===== src/rtl/timebase_update_ctrl.sv =====
// Staged period/prescale update sequencer for the PWM timebase.
// Commits immediately or on the timebase wrap boundary.
module timebase_update_ctrl #(
  parameter int APB_DWIDTH = 8,
  parameter logic [APB_DWIDTH-1:0] RST_PERIOD   = '0,
  parameter logic [APB_DWIDTH-1:0] RST_PRESCALE = '0
) (
  input  logic                  PCLK,
  input  logic                  PRESET,
  input  logic                  wr_period,
  input  logic                  wr_prescale,
  input  logic [APB_DWIDTH-1:0] cfg_wdata,
  input  logic                  commit_req,
  input  logic                  sync_mode,
  input  logic                  abort,
  input  logic [APB_DWIDTH-1:0] period_cnt,
  input  logic                  sync_pulse,
  output logic [APB_DWIDTH-1:0] period_reg,
  output logic [APB_DWIDTH-1:0] prescale_reg,
  output logic                  pending,
  output logic                  update_done,
  output logic                  wr_err,
  output logic [7:0]            commit_cnt
);

  typedef enum logic {
    IDLE,
    PENDING
  } state_t;

  state_t state_q, state_d;

  logic [APB_DWIDTH-1:0] stg_per_q, stg_per_d;
  logic [APB_DWIDTH-1:0] stg_pre_q, stg_pre_d;
  logic                  load;
  logic                  boundary;
  logic                  wr_any;

  assign boundary = sync_pulse && (period_cnt >= period_reg);
  assign wr_any   = wr_period || wr_prescale;
  assign pending  = (state_q == PENDING);

  // Live regs load from the next staging value, so a
  // same-cycle write in IDLE is forwarded into the commit.
  always_comb begin
    state_d   = state_q;
    stg_per_d = stg_per_q;
    stg_pre_d = stg_pre_q;
    load      = 1'b0;
    unique case (state_q)
      IDLE: begin
        if (wr_period)   stg_per_d = cfg_wdata;
        if (wr_prescale) stg_pre_d = cfg_wdata;
        if (commit_req && !abort) begin
          if (sync_mode) state_d = PENDING;
          else           load    = 1'b1;
        end
      end
      PENDING: begin
        if (abort) begin
          state_d = IDLE;
        end else if (boundary) begin
          load    = 1'b1;
          state_d = IDLE;
        end
      end
    endcase
  end

  always_ff @(posedge PCLK) begin
    if (PRESET) begin
      state_q      <= IDLE;
      stg_per_q    <= RST_PERIOD;
      stg_pre_q    <= RST_PRESCALE;
      period_reg   <= RST_PERIOD;
      prescale_reg <= RST_PRESCALE;
      update_done  <= 1'b0;
      wr_err       <= 1'b0;
      commit_cnt   <= 8'd0;
    end else begin
      state_q     <= state_d;
      stg_per_q   <= stg_per_d;
      stg_pre_q   <= stg_pre_d;
      update_done <= load;
      wr_err      <= pending && wr_any;
      if (load) begin
        period_reg   <= stg_per_d;
        prescale_reg <= stg_pre_d;
        commit_cnt   <= commit_cnt + 8'd1;
      end
    end
  end

endmodule


===== config.mk =====
export PLATFORM = sky130hd
export DESIGN_NAME = timebase_update_ctrl
export DESIGN_NICKNAME = d
export VERILOG_FILES = /design/src/rtl/timebase_update_ctrl.sv
export SDC_FILE = /design/constraint.sdc
export NUM_CORES = 1
export LEC_CHECK = 0
export CORE_UTILIZATION = 50
export DETAILED_ROUTE_END_ITERATION = 10
export GPL_ROUTABILITY_DRIVEN = 0
export PLACE_DENSITY = 0.82
export SYNTH_ARGS = -nofsm -noshare
export SYNTH_HDL_FRONTEND = slang
export SYNTH_SLANG_ARGS = --single-unit

===== constraint.sdc =====
create_clock -name PCLK -period 5.7 [get_ports PCLK]
set_input_delay 0.57 -clock PCLK [delete_from_list [all_inputs] [get_ports PCLK]]
set_output_delay 0.57 -clock PCLK [all_outputs]
set_load 0.02 [all_outputs]

==> flow_summary.toml, run 1 <==
[synth]
synthAdderAreaFrac = 0.0571
synth_fp_nets = 232
yosys.area_share.simple = 0.164
postSynthAreaPerCell_um2 = 9.90
yosys.area.top_type_share = 0.437
synthCells = 199
ys_seq_area_frac = 0.437
yosysTopAreaCell = "dfxtp_1"
yosysWarnings = 0
synth_xor_area_frac = 0
synthMuxAreaShare = 0.118
synth.distinct_cells = 39
yosys-top-cells-area = "dfxtp_1 44%, mux2i_1 7.6%, a211oi_2 5.7%, ha_1 5.7%, nor2_1 5.0%"
synth_top_family_by_area = "compound AO/OA/AOI/OAI gates"
synth.ff_latch_count = 43
synth_compound_area_frac = 0.165
syn_area_um2 = 1970

[placed_design]
place_ws_ns = 2.53
dp_hpwl_mm = 2.69
port_buffers = 50
dpl_cell_area_um2 = 2450

[sta]
rsz0062_at_grt = "no"
setup_viol = 0
worst_pin_slew_ns = 0.916
skew_ns = 0.00620
hold_viol_final = 0
fin_crit_ns = 2.85
clock.fmax_mhz = 351
worst_slack_ns = 2.85
tns_ns = 0
slew_headroom = 0.389
fin_crit_sh = 0.500
drv_slew = 0

[clock_network]
cts_setup_buffers = 0
cts-root-buf = "clkbuf_8"
clock-sinks = 43
ctsResizeCount = 0
clock_path_buffers = 2
cts.clk_slew.worst_paths_ns = 0.07
insertion_delay_ns = 0.29
cts_tree = "built"
cts_buffers = 5
holdBufCountCts = 0
h-tree-depth = 2

[setup_path]
worst_r2r_path_depth = 7
required_ns = 5.88
crit_path_start = "period_cnt[0]"
worstSetupEndpointType = "flip-flop"
r2r_start = "period_reg[5]"
crit_type = "input pin to flip-flop"
crit_path_start_kind = "input pin"
worstPathMaxFanout = 20
worstPathArrival_ns = 3.03

[power]
vdd_drop_max_v = 0.000176
power.share.clock = 0.290
power.share.sequential = 0.537
p_comb_frac = 0.172
p_per_area_nw_per_um2 = 238
swShare = 0.255
total_power_w = 0.000601
p_int_w = 0.000448
p_leak_nw = 0.953
net-switching-power_w = 0.000153

[detailed_routing]
drt_wl_total_mm = 3.81
drtPass1Iterations = 4
drt-initial-drc-count = 78
ant_nets = 0
routedWlPerCell_um = 13.1
vias = 1565
routed_via_density = 5.38
route.detailed.drc = 0

[flow_run]
max-cap-violations = 0

[floorplanning]
fp.dieH_um = 64.8
pin_count = 51
coreArea_um2 = 3720
start_util = 0.530
die_w_um = 64.8
rows = 22
die-area_um2 = 4200

[status]
outcome = "complete, no violations"

[grt]
track_usage = 0.194
grt_start_max_net_pins = 50
grt_pass1_vias = 1319
antenna_found_initial = 0
grt-ovfl-total = 0
grt_pass1_wl_mm = 6.24

[layout]
final_area_um2 = 2520
n_antenna_cell = 0
syn_to_final_growth_pct = 27.9
drive_gt1_frac = 0.0988
final_nets = 277

[hold_path]
hold_class = "flip-flop to flip-flop"
min_from = "stg_per_q[3]"
min_path_cells = 2
## cell families after synthesis
family	after synthesis
flip-flops	43
AND/OR/NAND/NOR	66
adder cells (fa/ha/maj)	9
buffers and inverters	22
AO/OA/AOI/OAI	37
multiplexers	22
## path summary, 6_finish.rpt
kind,endpoint,slack [ns]
worst max-delay path,commit_cnt[3],2.85
worst min-delay path,stg_per_q[3],0.50
worst max register to register,commit_cnt[3],3.30
worst min register to register,stg_per_q[3],0.50
## placed cells by master, fill, tap and decap left out, types with 7 or more instances in the layout
cell	netlist	routed
ha_1	9	9
a21oi_1	10	10
a211oi_1	7	7
inv_1	10	10
clkdlybuf4s50_1	0	49
nor2_1	26	26
dfxtp_1	43	43
a211oi_2	9	9
nor3_1	17	17
mux2i_1	15	15
## routing by layer
layer,vias to the layer above,GRT usage,share of wire
li1,794,-,-
met1,723,0.258,0.49
met2,41,0.290,0.44
met3,7,0.0528,0.054
met4,0,0.0833,0.015
met5,-,0,0
## power groups by stage
stage | sequential, W | clock (W) | combinational [W]
after floorplan | 0.000338 | 0 | 0.0000547
after global placement | 0.000329 | 0 | 0.000102
after detailed placement | 0.000330 | 0 | 0.000104
after CTS | 0.000323 | 0.000180 | 0.000104
after global routing | 0.000325 | 0.000195 | 0.000113
final | 0.000323 | 0.000175 | 0.000104
## per-stage QoR
| step | std cells | hold slack, ns | util |
|---|---|---|---|
| 2_1_floorplan | 199 | 0.461 | - |
| 3_3_place_gp | 285 | 0.477 | 0.659 |
| 3_5_place_dp | 285 | 0.488 | 0.659 |
| 4_1_cts | 291 | 0.506 | 0.678 |
| 5_1_grt | 291 | 0.533 | 0.678 |
| 6_report | 291 | 0.498 | 0.678 |
## Yosys cell counts (all sizes together)
cell type and instances:
a21bo 1, nand2b 2, a21boi 2, nor3b 1, mux2 7, nor2 26, ha 9, o2111ai 2
and3 1, nand2 5, and2b 1, inv 10, or4b 1, a2111o 1, nand4 2, clkbuf 4
nand3 3, nor3 17, dfxtp 43, a211oi 16, buf 8, nor2b 6, nor4 1, o21ai 4
a21oi 10, a311oi 1, mux2i 15
## layout make-up
class	instances	area (um^2)
inverter	10	37.5
fill	297	1190
sequential	43	861
timing repair buffer	50	495
multi-input combinational	134	995
clock buffer	6	72.6
tap	48	60.1
## critical path: stages
cell and delay (ns):
clkdlybuf4s50_1 0.46, inv_1 0.04, ha_1 0.28, nand2b_1 0.14, a2111o_1 0.44, and3_1 0.43
o2111ai_1 0.31, mux2_1 0.34
No activity file was read; power rests on OpenSTA's default activity.
==> inputs of run 2 (changes only) <==
--- a/config.mk
+++ b/config.mk
@@ -5,10 +5,10 @@
 export SDC_FILE = /design/constraint.sdc
 export NUM_CORES = 1
 export LEC_CHECK = 0
-export CORE_UTILIZATION = 50
+export CORE_UTILIZATION = 43
 export DETAILED_ROUTE_END_ITERATION = 10
 export GPL_ROUTABILITY_DRIVEN = 0
-export PLACE_DENSITY = 0.82
+export PLACE_DENSITY = 0.75
 export SYNTH_ARGS = -nofsm -noshare
 export SYNTH_HDL_FRONTEND = slang
 export SYNTH_SLANG_ARGS = --single-unit
==> constraint.sdc (replaced) <==
create_clock -name PCLK -period 2.39 [get_ports PCLK]
set_input_delay 0.239 -clock PCLK [delete_from_list [all_inputs] [get_ports PCLK]]
set_output_delay 0.239 -clock PCLK [all_outputs]
set_load 0.02 [all_outputs]
==> flow_summary.toml, run 2 (synthesized netlist as in run 1, its figures left out) <==
[status]
outcome = "complete, no violations"

[detailed_routing]
drt-initial-drc-count = 36
vias = 1620
drt_wl_total_mm = 4.20
ant_nets = 0
route.detailed.drc = 0
routedWlPerCell_um = 13.8
drtPass1Iterations = 4
routed_via_density = 5.31

[clock_network]
clock_path_buffers = 2
cts_buffers = 5
cts_setup_buffers = 0
clock-sinks = 43
cts_tree = "built"
cts-root-buf = "clkbuf_8"
ctsResizeCount = 0
h-tree-depth = 2
cts.clk_slew.worst_paths_ns = 0.08
insertion_delay_ns = 0.29
holdBufCountCts = 0

[setup_path]
rrSetupSlack_ns = 0.25
r2r_start = "period_reg[0]"
cpMaxStageDelayCell = "clkdlybuf4s50_1"
required_ns = 2.57
timing.rr.end = "commit_cnt[3]"
slowest_delay_ns = 0.45
worst_r2r_path_depth = 6
worstPathArrival_ns = 2.42
worstPathMaxFanout = 5
cp-endpoint = "commit_cnt[3]"
cp.depth = 8
path_cells = "clkdlybuf4s50_1 > inv_1 > ha_1 > nand2b_1 > a2111o_1 > and3_1 > o2111ai_1 > mux2_1"
crit_type = "input pin to flip-flop"
worstSetupEndpointType = "flip-flop"
crit_path_start = "period_cnt[0]"
critPathBufInv = 2
cp_top_family = "compound AO/OA/AOI/OAI gates"
crit_path_start_kind = "input pin"

[placed_design]
port_buffers = 50
dpl.cell_count = 298
dp_hpwl_mm = 3.07

[layout]
drive_gt1_frac = 0.138
final_nets = 286
post-route-util = 0.594
syn_to_final_growth_pct = 32.1
fillerInstances = 374
multi_input_area_um2 = 995
final_cell_mix = "49 x clkdlybuf4s50_1, 43 x dfxtp_1, 26 x nor2_1"
final_common_cell = "clkdlybuf4s50_1"
regArea_um2 = 861
layout.cells.non_filler = 305
n_antenna_cell = 0

[power]
p_per_area_nw_per_um2 = 562
p_int_w = 0.00108
net-switching-power_w = 0.000383
total_power_w = 0.00146
power.share.sequential = 0.526
power.share.clock = 0.299
vdd_drop_max_v = 0.000294
swShare = 0.262
p_leak_nw = 1.00
p_comb_frac = 0.175

[floorplanning]
coreArea_um2 = 4380
fp.dieH_um = 69.7
rows = 24
die-area_um2 = 4860
die_w_um = 69.7
pin_count = 51
start_util = 0.449

[sta]
rsz0062_at_grt = "no"
hold_viol_final = 0
slew_headroom = 0.682
tns_ns = 0
clock.fmax_mhz = 446
fin_crit_sh = 0.938
drv_slew = 0
fin_crit_ns = 2.24
worst_pin_slew_ns = 0.477
skew_ns = 0.00531
holdWs_ns = 0.364
setup_viol = 0

[grt]
track_usage = 0.184
grt-ovfl-total = 0
grt_start_max_net_pins = 30
grt_pass1_vias = 1508
antenna_found_initial = 0
grt_pass1_wl_mm = 7.09

[hold_path]
hold_class = "input pin to flip-flop"

[flow_run]
max-cap-violations = 0
==> run 2: area by class of cell <==
| type | instances | share of cell area |
|---|---|---|
| multi-input combinational | 134 | 0.382 |
| sequential | 43 | 0.331 |
| timing repair buffer | 59 | 0.216 |
| clock buffer | 5 | 0.0264 |
| tap | 52 | 0.0250 |
| inverter | 10 | 0.0144 |
| clock inverter | 2 | 0.00529 |
==> run 2: per-layer routing <==
layer / wire (um) / track usage / vias to the layer above
met5: 0 / 0 / -
met4: 94 / 0.0911 / 0
met3: 174 / 0.0523 / 9
met2: 1920 / 0.290 / 38
met1: 2000 / 0.229 / 760
li1: - / - / 813
==> run 2: power groups by stage <==
stage          Clock, W  Combinational, W  Sequential, W
2_1_floorplan         0          0.000130       0.000807
3_3_place_gp          0          0.000252       0.000786
3_5_place_dp          0          0.000257       0.000787
4_1_cts        0.000446          0.000258       0.000770
5_1_grt        0.000487          0.000280       0.000775
6_report       0.000437          0.000256       0.000770
==> run 2: worst min-delay path by stage <==
| stage | startpoint | endpoint | slack (ns) | cells past startpoint |
|---|---|---|---|---|
| after floorplan | abort | pending | 0.32 | 1 |
| after global routing | PRESET | commit_cnt[1] | 0.37 | 2 |
| after CTS | PRESET | commit_cnt[1] | 0.36 | 2 |
| after detailed placement | stg_per_q[5] | stg_per_q[5] | 0.49 | 2 |
| after global placement | stg_per_q[6] | stg_per_q[6] | 0.48 | 2 |
| final | PRESET | commit_cnt[1] | 0.36 | 2 |
==> run 2: stage by stage <==
stage	setup WS (ns)	cell area, um^2
final	0.147	2600
after floorplan	0.193	1970
after detailed placement	-0.126	2520
after CTS	0.155	2600
after global routing	0.0940	2600
after global placement	-0.0964	2520
==> run 2: worst reg2reg max path, cell delays in order (launching register included) <==
cell and delay (ns):
dfxtp_1 0.37, ha_1 0.23, nand2b_1 0.14, a2111o_1 0.44
and3_1 0.27, o2111ai_1 0.23, mux2_1 0.34
